===== config.mk =====
export PLATFORM = sky130hd
export DESIGN_NAME = pipe_ctrl
export DESIGN_NICKNAME = d
export VERILOG_FILES = /design/src/rtl/pipe_ctrl.sv
export SDC_FILE = /design/constraint.sdc
export NUM_CORES = 1
export LEC_CHECK = 0
export ABC_AREA = 1
export ABC_CLOCK_PERIOD_IN_PS = 1400
export CAP_MARGIN = 20
export CELL_PAD_IN_SITES_DETAIL_PLACEMENT = 1
export CELL_PAD_IN_SITES_GLOBAL_PLACEMENT = 1
export CORE_MARGIN = 2
export CORE_UTILIZATION = 33
export CTS_BUF_LIST = sky130_fd_sc_hd__clkbuf_8
export DETAILED_ROUTE_END_ITERATION = 8
export GPL_ROUTABILITY_DRIVEN = 0
export MAX_ROUTING_LAYER = met4
export PLACE_DENSITY = 0.8
export SLEW_MARGIN = 20
export SYNTH_ARGS = -nofsm -noshare
export SYNTH_HDL_FRONTEND = slang
export SYNTH_SLANG_ARGS = --single-unit

===== constraint.sdc =====
create_clock -name clk -period 1.4 [get_ports clk]
set_input_delay 0.28 -clock clk [delete_from_list [all_inputs] [get_ports clk]]
set_output_delay 0.28 -clock clk [all_outputs]
set_load 0.02 [all_outputs]

===== src/rtl/pipe_ctrl.sv =====
// Hazard and forwarding control for a 5-stage in-order pipeline.
// Tracks the producers ahead of ID and decides stall, bubble, flush and operand forwarding.
module pipe_ctrl #(
    parameter bit FWD_EN = 1'b1
) (
    input  logic        clk,
    input  logic        rst_n,
    input  logic        id_valid,
    input  logic [4:0]  id_rs1_addr,
    input  logic [4:0]  id_rs2_addr,
    input  logic        id_rs1_used,
    input  logic        id_rs2_used,
    input  logic [4:0]  id_rd_addr,
    input  logic        id_rd_we,
    input  logic        id_is_load,
    input  logic        ex_redirect,
    output logic        stall_if,
    output logic        stall_id,
    output logic        bubble_ex,
    output logic        flush_id,
    output logic [1:0]  fwd_a,
    output logic [1:0]  fwd_b,
    output logic [15:0] stall_cycles
);

    typedef struct packed {
        logic       valid;
        logic [4:0] rd;
        logic       we;
        logic       load;
    } stage_t;

    // The regfile is write-through, so a WB-stage producer never needs action and
    // its record would never be read; only EX and MEM are kept.
    stage_t ex_q;
    stage_t mem_q;
    stage_t ex_d;

    logic m_ex1, m_ex2, m_mem1, m_mem2;
    logic hazard;
    logic [1:0] fwd_a_d, fwd_b_d;

    function automatic logic match(input stage_t s, input logic [4:0] src, input logic used);
        return used && (src != 5'd0) && s.valid && s.we && (s.rd == src);
    endfunction

    // Youngest producer wins: EX beats MEM.
    function automatic logic [1:0] fwd_sel(input logic mex, input logic mmem);
        if (mex)
            return 2'b01;
        else if (mmem)
            return 2'b10;
        else
            return 2'b00;
    endfunction

    always_comb begin
        m_ex1  = match(ex_q, id_rs1_addr, id_rs1_used);
        m_ex2  = match(ex_q, id_rs2_addr, id_rs2_used);
        m_mem1 = match(mem_q, id_rs1_addr, id_rs1_used);
        m_mem2 = match(mem_q, id_rs2_addr, id_rs2_used);

        if (FWD_EN)
            hazard = id_valid && ex_q.load && (m_ex1 || m_ex2);
        else
            hazard = id_valid && (m_ex1 || m_ex2 || m_mem1 || m_mem2);

        // A taken redirect kills the ID instruction, so any hazard it had is moot.
        flush_id  = rst_n && ex_redirect;
        stall_if  = rst_n && hazard && !ex_redirect;
        stall_id  = stall_if;
        bubble_ex = stall_if || flush_id;

        fwd_a_d = 2'b00;
        fwd_b_d = 2'b00;
        if (FWD_EN && id_valid && !bubble_ex) begin
            fwd_a_d = fwd_sel(m_ex1, m_mem1);
            fwd_b_d = fwd_sel(m_ex2, m_mem2);
        end

        ex_d = '0;
        if (id_valid && !bubble_ex) begin
            ex_d.valid = 1'b1;
            ex_d.rd    = id_rd_addr;
            ex_d.we    = id_rd_we;
            ex_d.load  = id_is_load;
        end
    end

    always_ff @(posedge clk or negedge rst_n) begin
        if (!rst_n) begin
            ex_q         <= '0;
            mem_q        <= '0;
            fwd_a        <= 2'b00;
            fwd_b        <= 2'b00;
            stall_cycles <= 16'd0;
        end else begin
            ex_q  <= ex_d;
            mem_q <= ex_q;
            fwd_a <= fwd_a_d;
            fwd_b <= fwd_b_d;
            if (stall_id && (stall_cycles != 16'hFFFF))
                stall_cycles <= stall_cycles + 16'd1;
        end
    end

endmodule


# Word level (Yosys, flattened, before mapping)

Index checks and enable logic that the tools add are counted.

Register bits: 35
Bits of input ports: 23

Add/subtract/negate cells: 1
Eq/ne operators: 5
Mux-type cells: 7
Reductions and logical operators: 27

Operators by type and width:

| kind                  | count |
|---|---|
| $logic_and 1x1->1     | 21 |
| $eq 5x5->1            | 4 |
| $add 16x1->16 const B | 1 |
| $ne 16x16->1 const B  | 1 |
| $mux 2                | 6 |
| $reduce_bool 5->1     | 2 |
| $mux 8                | 1 |
| $logic_not 1->1       | 2 |
| $logic_or 1x1->1      | 2 |

# Depth between registers and ports, before layout

Depth in word-level cells: 13
Mapped depth: 11
Depth with buffers taken out: 10

# Least setup slack after synthesis

No wires, ideal clock.

Path kind: register to output
From: register ex_q[5] in the netlist's numbering
To: output port stall_if
Data arrival time: 1.320 ns
Data required time: 1.120 ns
Setup slack: -0.200 ns
Cell stages (with the launch flop): 9
Buffers on the path: 1
Cell sequence: dfrtp_1 > a21oi_1 > nand2_1 > nor2_1 > nand3_1 > nand2_2 > nand2_2 > inv_1 > buf_4

Longest elaborated chain between the ends: 6
Elaborated cells between the ends (all ways): 8
Classes of those cells: eq/ne (2); reduce/logical (6)

Ends and longest elaborated chain:

| what                                | RTL line | text |
|---|---|---|
| start: declaration                  | 35       | `stage_t ex_q;` |
| start signal: assignment            | 92       | `ex_q <= '0;` |
| start signal: assignment            | 98       | `ex_q <= ex_d;` |
| $eq 5x5->1                          | 44       | `return used && (src != 5'd0) && s.valid && s.we && (s.rd == src);` |
| $logic_and 1x1->1                   | 44       |  |
| $logic_or 1x1->1 (*)                | n/a      |  |
| $logic_and 1x1->1 (*)               | 64       | `hazard = id_valid && ex_q.load && (m_ex1 \|\| m_ex2);` |
| $logic_and 1x1->1 (*) (2 in series) | 70       | `stall_if = rst_n && hazard && !ex_redirect;` |
| end: declaration                    | 17       | `output logic stall_if,` |

Every way passes the cells marked *; elsewhere a longest branch is shown, timed or not.

# Worst setup path after layout

From: register ex_q[2] in the netlist's numbering
To: output port bubble_ex

Longest elaborated chain between the ends: 7
Elaborated cells between the ends (all ways): 9
Classes of those cells: eq/ne (2); reduce/logical (7)

Ends and longest elaborated chain:

| what                                | RTL line | text |
|---|---|---|
| $eq 5x5->1                          | 44       |  |
| $logic_and 1x1->1                   | 44       |  |
| $logic_or 1x1->1 (*)                | n/a      |  |
| $logic_and 1x1->1 (*)               | 64       |  |
| $logic_and 1x1->1 (*) (2 in series) | 70       |  |
| $logic_or 1x1->1 (*)                | 72       | `bubble_ex = stall_if \|\| flush_id;` |
| end: declaration                    | 19       | `output logic bubble_ex,` |

Marks and branches as above.

==> summary.txt <==
status -> finished with violations
failing checks -> setup timing
Startpoint Class -> flop
Detailed Route Iter0 Violations -> 108
core footprint -> 5920 um^2
Final setup violation count -> 31
I/O pin cnt -> 47
antenna diode count -> 0
final sum of negative setup slack -> -8.29 ns
first-pass GRT wire length -> 10900 um
Syn Nets -> 305
CTS clock-pin slew for the worst setup and hold paths -> 0.08 ns
top cells by area, synth -> dfrtp_1 43%, nand2_1 15%, inv_1 8.9%
initial antenna violation count -> 0
Crit. End Element -> output port
Seq/Total Area, Yosys -> 43.5%
post-detail-place hpwl -> 4680 um
WS Path Type -> reg -> out
Ys Warns -> 0
R2R cell count -> 12
Total Routing Usage GR -> 21.9%
NumNets Final -> 390
clk sinks -> 35
Slew Limit Fails -> 0
crit path max fanout -> 4
H-tree depth -> 2
register area -> 886 um^2
row count -> 28
largest net degree at the start of global routing -> 36
Congestion Overflow GR -> 0
Post-Syn Area per Cell -> 7.17 um^2
Crit path arrival time -> 1.58 ns
Die H -> 82.2 um
GR peak layer -> met2
grt met3 use -> 2.61%
Fmax achieved -> 537 MHz
Vias/cell -> 4.91
number of flops mapped to enable cells by yosys -> 0
fin area -> 3090 um^2
GR Util met1 -> 28.8%
DR pass1 iterations -> 4
Syn Std Cell Area -> 2020 um^2
Post-synth ARST share -> 100%
vias in the first global route -> 2246
Multi-input gate area -> 1020 um^2
TritonCTS buffer count -> 5
setup slack after layout -> -0.464 ns
CTS Buffer Depth -> 2
DIE AREA -> 6750 um^2
ys flop type -> dfrtp_1
peak supply drop -> 0.000498 V
Layout Utilization -> 52.2%
layout overhead on the synthesized area -> 53.4%
CTS tree -> built
RSZ-0062 raised after global routing -> true
met2 Resource Use GR -> 35.6%
Worst-Skew Late Latency -> 0.29 ns
Tcrit/Tclk final -> 133%
synthesis-stage register bit count -> 35
PD cells -> 733 nW/um^2
root buf cell -> clkbuf_8
Die X -> 82.2 um
CP required -> 1.12 ns
hold crit path type -> in -> async
Hold Buf Count CTS -> 0
synthesized instance count -> 281
Worst-Margin Slew -> 0.464 ns
post-route ant nets -> 0
DRC violation count after routing -> 0
share of layout cells above drive strength 1 -> 27.8%
Avg WL per Cell -> 14.9 um
final hold vios -> 0
Design Power -> 2.27 mW
Yosys cell types -> 25
fill cell count -> 751
max_cap viols -> 0
Hold WS -> 0.191 ns
Initial Util -> 34.0%
post-synth top area cell -> dfrtp_1
area post-placement -> 2840 um^2
Worst Skew -> 0.00942 ns
Slew headroom -> 69.1%
Post-Route WL -> 6600 um
leak pwr -> 1.62 nW
Synth top area share -> 43.5%
PortBufs -> 46
minimum clock period -> 1.86 ns
Vias -> 2171
[routing by layer]
layer | up-vias | wire [um]
li1 | 1054 | -
met1 | 1067 | 3020
met2 | 41 | 3260
met3 | 9 | 196
met4 | 0 | 122
met5 | - | 0
[sequential cells by signal, summed over array words and instances, names as in the netlist]
name          count
ex_q              8
fwd_a             2
fwd_b             2
stall_cycles     16
mem_q             7
[cell type report]
type | instances | share of cell area (%)
tap | 75 | 3.03
sequential | 35 | 28.6
clock inverter | 3 | 1.42
inverter | 49 | 6.03
multi-input combinational | 189 | 33.0
timing repair buffer | 86 | 25.6
clock buffer | 5 | 2.22
[timing repair]
action / 4_1_cts / 5_1_grt
buffers inserted: 5 / 1
gates resized for setup: 75 / 19
setup endpoints to repair: 52 / 34
pin swaps: 6 / 10
cloned: 1 / 1
[path summary, 6_finish.rpt]
| path | startpoint | end | slack [ns] |
|---|---|---|---|
| worst max register to register | ex_q[2]$_DFF_PN0_ | stall_cycles[10]$_DFFE_PN0P_ | -0.34 |
| worst min-delay path | rst_n | stall_cycles[11]$_DFFE_PN0P_ | 0.19 |
| min in group clk | ex_q[7]$_DFF_PN0_ | mem_q[7]$_DFF_PN0_ | 0.41 |
| max in group asynchronous | rst_n | ex_q[5]$_DFF_PN0_ | 0.86 |
| worst min register to register | ex_q[7]$_DFF_PN0_ | mem_q[7]$_DFF_PN0_ | 0.41 |
| worst max-delay path | ex_q[2]$_DFF_PN0_ | bubble_ex | -0.46 |
[worst max-delay path, cell delays in order, from the launching register on]
cell and delay, ns:
dfrtp_1 0.44, inv_2 0.08, nand2_2 0.07, nand3_1 0.09, nor2_2 0.13, nand3_1 0.11
nand2_2 0.11, nand2_4 0.07, nand2_2 0.08, buf_6 0.11
[placed cells by master (no fill, tap or decap), drive strengths merged, types with 4 or more instances in the layout]
| cell | n |
|---|---|
| nand2 | 81 |
| nand4 | 19 |
| nor2 | 36 |
| dfrtp | 35 |
| clkbuf | 7 |
| buf | 45 |
| clkdlybuf4s15 | 4 |
| dlygate4sd2 | 24 |
| nand3 | 27 |
| inv | 49 |
| a21oi | 7 |
| clkdlybuf4s50 | 10 |
| xor2 | 4 |
[stage by stage]
stage          worst slack [ns]  instances
2_1_floorplan           -0.0888        281
3_5_place_dp              -1.03        427
6_report                 -0.464        442
3_3_place_gp             -0.976        427
5_1_grt                  -0.560        442
4_1_cts                  -0.454        440
[power breakdown]
part / internal [mW] / switching (mW)
clock: 0.530 / 0.401
sequential: 1.03 / 0.0202
combinational: 0.134 / 0.149
[cells in the mapped netlist, types with 3 or more instances]
library cell,n
o22ai_1,3
xor2_1,4
nor2_1,34
inv_1,48
buf_2,3
nand3_1,25
nor3_1,3
nand2_1,79
dfrtp_1,35
buf_4,3
a21oi_1,7
nand4_1,18
[logic make-up after synthesis]
group                    count (synthesis)  share of synthesized area, %
AND/OR/NAND/NOR                        169                          37.5
adder cells (fa/ha/maj)                  1                         0.621
flip-flops                              35                          43.5
XOR/XNOR                                 6                          2.61
buffers and inverters                   57                          12.1
AO/OA/AOI/OAI                           13                          3.72
Power figures use the tool's default switching activity.
==> patch 1: new RTL, same flow settings <==
`FWD_EN`: 1'b1 -> 1'b0.
--- a/src/rtl/pipe_ctrl.sv
+++ b/src/rtl/pipe_ctrl.sv
@@ -2,5 +2,5 @@
 // Tracks the producers ahead of ID and decides stall, bubble, flush and operand forwarding.
 module pipe_ctrl #(
-    parameter bit FWD_EN = 1'b1
+    parameter bit FWD_EN = 1'b0
 ) (
     input  logic        clk,
Check against the original RTL: not equivalent (Yosys sat finds a counterexample within 4 cycles, from zero or initial values and one cycle with rst_n low).
==> patch 1 against the unedited design <==
- wire length up 1.9%
- synthesized area is 9.7% lower
- design area shrank 9.0%
- synthesized cell count down 16%
- worst setup slack worse by 84 ps
- worst hold slack improved by 220 ps
- non-clock buffer count up 2
- the flow still finishes with violations (negative setup slack)
- power fell by 16%
- combinational power shrank 13%
- sequential power fell by 13%
- cell count is 10% lower
- register-to-register slack got worse by 140 ps
- sequential cell count shrank 5
- via count is 9.7% lower
==> patch 1: results (changes against the unedited design) <==
Maximum vdd drop: 381 µV (-24%)
Final Skew: 4.86 ps (-4.56 ps)
Ys Warns: 0 (unchanged)
Vias in the first global route: 2114 (-5.9%)
Signal buf overhead: 0.264 (+0.00753)
Synth unique cells: 23 (-8.0%)
# fillers: 694 (-7.6%)
Reg2reg setup slack: -480 ps (-140 ps)
Final net count: 349 (-11%)
Vias per std cell: 4.93 (+0.31%)
Non-CTS buffers: 88 (+2.3%)
Internal power: 1.39 mW (-18%)
Clock-cell share of area: 0.0338 (-0.00263)
Total wire length: 6.72 mm (+1.9%)
Hold slack: 408 ps (+216 ps)
Switch share: 0.272 (+0.0205)
Top delay family on crit path: simple AND/OR/NAND/NOR gates
Synth top cells by count: nand2_1 (69), dfrtp_1 (30), nor2_1 (27)
Placed Area: 0.00260 mm² (-8.5%)
Power share of the clock group: 0.395 (-0.016)
DRT iter0 DRCs: 77 (-29%)
FF+latch count: 30 (-14%)
Setup TNS: -10110 ps (-1830 ps)
Crit path DAT: 1670 ps (+90 ps)
Placed cell count: 381 (-11%)
Clock buffer count: 6 (+1)
Count of non-CTS inverters in the layout: 28 (-43%)
Worst Slack Setup Final: -548 ps (-83.7 ps)
WL/cell: 16.9 µm (+13%)
Post-DP HPWL: 4.08 mm (-13%)
Fin area: 0.00282 mm² (-9.0%)
First-pass GRT wire length: 10.7 mm (-2.3%)
DP Worst Slack: -1120 ps (-96.7 ps)
Share of cells above drive strength 1: 0.328 (+0.0503)
TAP cells: 72 (-4.0%)
Worst-path fanout max: 3 (-1)
Synth top area cells: dfrtp_1 (41%), nand2_1 (14%), xor2_1 (7.7%), nand4_1 (6.2%), xnor2_1 (5.8%)
Violated checks: negative setup slack
Sequential power share: 0.478 (+0.013)
Seq/Total Area, Yosys: 0.412 (-0.0221)
Mapped Cells: 235 (-16%)
Reg area: 754 µm² (-15%)
Largest stage delay, worst path: 410 ps (-30 ps)
Status: complete, but fails checks
Pin count of the biggest net entering global routing: 31 (-14%)
Total global-route track usage: 0.231 (+0.0115)
Area occupied by multi-input gates: 0.00102 mm² (+0.24%)
Final setup fails: 26 (-16%)
Leak: 1.51 nW (-6.4%)
[patch 1: changes by cell type in the layout (fill, tap and decap cells not counted), moves of 3 or more]
cell and delta:
buf_4 +10, xnor2_1 +10, inv_1 -22, xor2_1 +12, nor2_1 -8, o22ai_1 -3
dfrtp_2 -5, dlygate4sd2_1 -7, nand2_1 -11, a21oi_1 -6, nand3_1 -13, conb_1 +4
clkbuf_2 +4, nor3_1 +4
[patch 1: layer usage]
metal  routed length [µm]  global-route usage
met3                  289              0.0391
met4                  201              0.0825
met1                 2740               0.266
met2                 3490               0.405
met5                    0                   -
[patch 1: logic make-up (layout without fill, tap and decap cells)]
family,after synthesis,in the layout,share of synthesized area
xor+xnor,28,28,0.135
flops,30,30,0.412
fa+ha+maj,1,1,0.00687
simple gates,138,139,0.352
buf+inv,37,124,0.0921
other cells,1,4,0.00206
[patch 1: timing repair]
item	in CTS	in global routing
setup endpoints to repair	43	35
buffers inserted	7	1
endpoints found under the hold margin	0	0
pin swaps	6	7
resized for setup	78	28
cloned	2	0
==> patch 2: new RTL, same flow settings <==
Without the edit above. Make the reset (`rst_n`) synchronous in one clocked block.
--- a/src/rtl/pipe_ctrl.sv
+++ b/src/rtl/pipe_ctrl.sv
@@ -88,5 +88,5 @@
     end
 
-    always_ff @(posedge clk or negedge rst_n) begin
+    always_ff @(posedge clk) begin
         if (!rst_n) begin
             ex_q         <= '0;
Behaviour: differs if rst_n is asserted again (counterexample within 4 cycles, from zero or initial values and one cycle with rst_n low); with rst_n held inactive, the same outputs for 10 cycles.
==> patch 2 against the unedited design <==
- the run still ends with negative setup slack left
- count of clock-buffer cells in the layout unchanged
- largest cell class unchanged
- clock skew up 5.0 ps
- worst hold slack better by 270 ps
- sequential cell count unchanged
- wire length up 4.6%
- worst setup slack better by 55 ps
- non-clock buffer count up 5
- design area down 0.73%
- utilization up 2.8 points
- largest power group is now clock
- synthesized cell count up 3.6%
- highest routed layer unchanged
- synthesized area down 4.4%
- power up 3.9%
==> patch 2: results (changes against the unedited design) <==
Share of cells above drive strength 1: 0.310 (+0.0320)
Reg2reg setup slack: -370 ps (-30 ps)
Drt pass-1 iters: 4 (unchanged)
Synth unique cells: 28 (+12%)
Max-slew headroom: 0.736 (+0.0455)
Initial antenna violation count: 0 (unchanged)
Placed Area: 0.00278 mm² (-2.2%)
Pin count of the biggest net entering global routing: 20 (-44%)
Total wire length: 6.90 mm (+4.6%)
Clock transition at path regs: 90 ps
Min-Delay Path Class: flop to flop
Violated checks: negative setup slack
Crit path DAT: 1530 ps (-50 ps)
WHS Endpoint: mem_q[7]
Leak: 1.62 nW (about the same)
Final net count: 407 (+4.4%)
Power share of the clock group: 0.470 (+0.059)
IO buf count: 46 (unchanged)
WS Path Type: flop to primary output
Compound-gate portion of the synthesized area: 0.0448 (+0.00756)
Asr flop ratio synth: 0 (-1.00)
DRT iter0 DRCs: 77 (-29%)
TritonCTS Buffers: 5 (unchanged)
H-tree levels: 2 (unchanged)
Synth Area in Adders: 0.00649 (+0.000286)
Final hold violation count: 0 (unchanged)
Final Skew: 14.4 ps (+4.98 ps)
Synth top cells by count: nand2_1 (69), inv_1 (62), nor2_1 (52)
Ys flop type: dfxtp_1
Post-DP HPWL: 4.66 mm (-0.52%)
# fillers: 726 (-3.3%)
Worst flop-to-flop path startpoint: ex_q[3]
Most common cell in the synthesized netlist: nand2_1
Vias in the first global route: 2269 (+1.0%)
Synth Area in XOR/XNOR: 0.0364 (+0.0103)
Worst-path fanout max: 3 (-1)
Hold_sp: ex_q[7]
Largest regs: stall_cycles x16, ex_q x8, mem_q x7
Number of diodes: 0 (unchanged)
First-pass GRT wire length: 10.3 mm (-5.7%)
Total global-route track usage: 0.215 (-0.00433)
Status: complete, but fails checks
Bufs on Longest Clock Path: 2 (unchanged)
Clk Latency, worst-skew pair: 300 ps
Syn_nets: 315 (+3.3%)
Clk root buf: clkbuf_8
Reg-to-reg endpoint: stall_cycles[11]
Net switching power: 0.531 mW (-6.9%)
Worst setup endpoint: bubble_ex
Synth top area cells: dfxtp_1 (36%), nand2_1 (13%), inv_1 (12%), nor2_1 (10%), nand3_1 (3.4%)
Reg2Reg Depth: 13 (+1)
Maximum vdd drop: 469 µV (-6.0%)
Final setup fails: 32 (+3.2%)
Worst Slack Setup Final: -409 ps (+55.3 ps)
DR vias: 2163 (-0.37%)
Setup TNS: -7220 ps (+1070 ps)
Seq/Total Area, Yosys: 0.364 (-0.0709)
Ys Warns: 0 (unchanged)
Sequential power share: 0.431 (-0.034)
[patch 2: cell types whose count changed in the layout (fill, tap and decap cells not counted), sizes merged, moves of 4 or more]
cell and delta:
nand3 -10, inv +15, nand4 -5, nand2 -11, dlygate4sd2 +4, dfxtp +35, dfrtp -35, a21oi -4
buf +4, nor2 +17, o21bai +7
[patch 2: through the flow]
| stage | cells | hold slack, ps | power, mW | setup WS, ps |
|---|---|---|---|---|
| 2_1_floorplan | 291 | 385 | 1.13 | -50.7 |
| 3_3_place_gp | 440 | 425 | 1.26 | -988 |
| 3_5_place_dp | 440 | 446 | 1.27 | -1050 |
| 4_1_cts | 452 | 457 | 2.37 | -416 |
| 5_1_grt | 456 | 482 | 2.44 | -475 |
| 6_report | 456 | 466 | 2.36 | -409 |
[patch 2: layout make-up]
class,instances,area [µm²],share of cell area
clock buffer,5,68.8,0.0224
tap,72,90.1,0.0293
inverter,65,249,0.0811
timing repair buffer,91,800,0.260
clock inverter,3,67.6,0.0220
sequential,35,731,0.238
multi-input combinational,185,1060,0.347
[patch 2: critical path, cell delays in order, from the launching register on]
cell	delay (ps)
dfxtp_4	380
inv_4	40
nand2_1	50
nand3_1	100
nor2_2	140
nand3_2	120
nand2_4	120
nand2_4	70
nand2_2	90
buf_6	120
[patch 2: metal layers]
layer | GRT usage | vias to the layer above | routed length (µm) | share of wire
met5 | - | - | 0 | 0
met4 | 0.0746 | 0 | 110 | 0.016
met3 | 0.0326 | 13 | 279 | 0.040
met2 | 0.393 | 58 | 3620 | 0.52
met1 | 0.236 | 1032 | 2890 | 0.42
li1 | - | 1060 | - | -
[patch 2: repair_timing]
item / 4_1_cts / 5_1_grt
gates cloned: 1 / 0
setup endpoints to repair: 52 / 35
hold buffers: 0 / 0
pin swaps: 8 / 17
resized for setup: 71 / 24
buffers inserted: 3 / 4
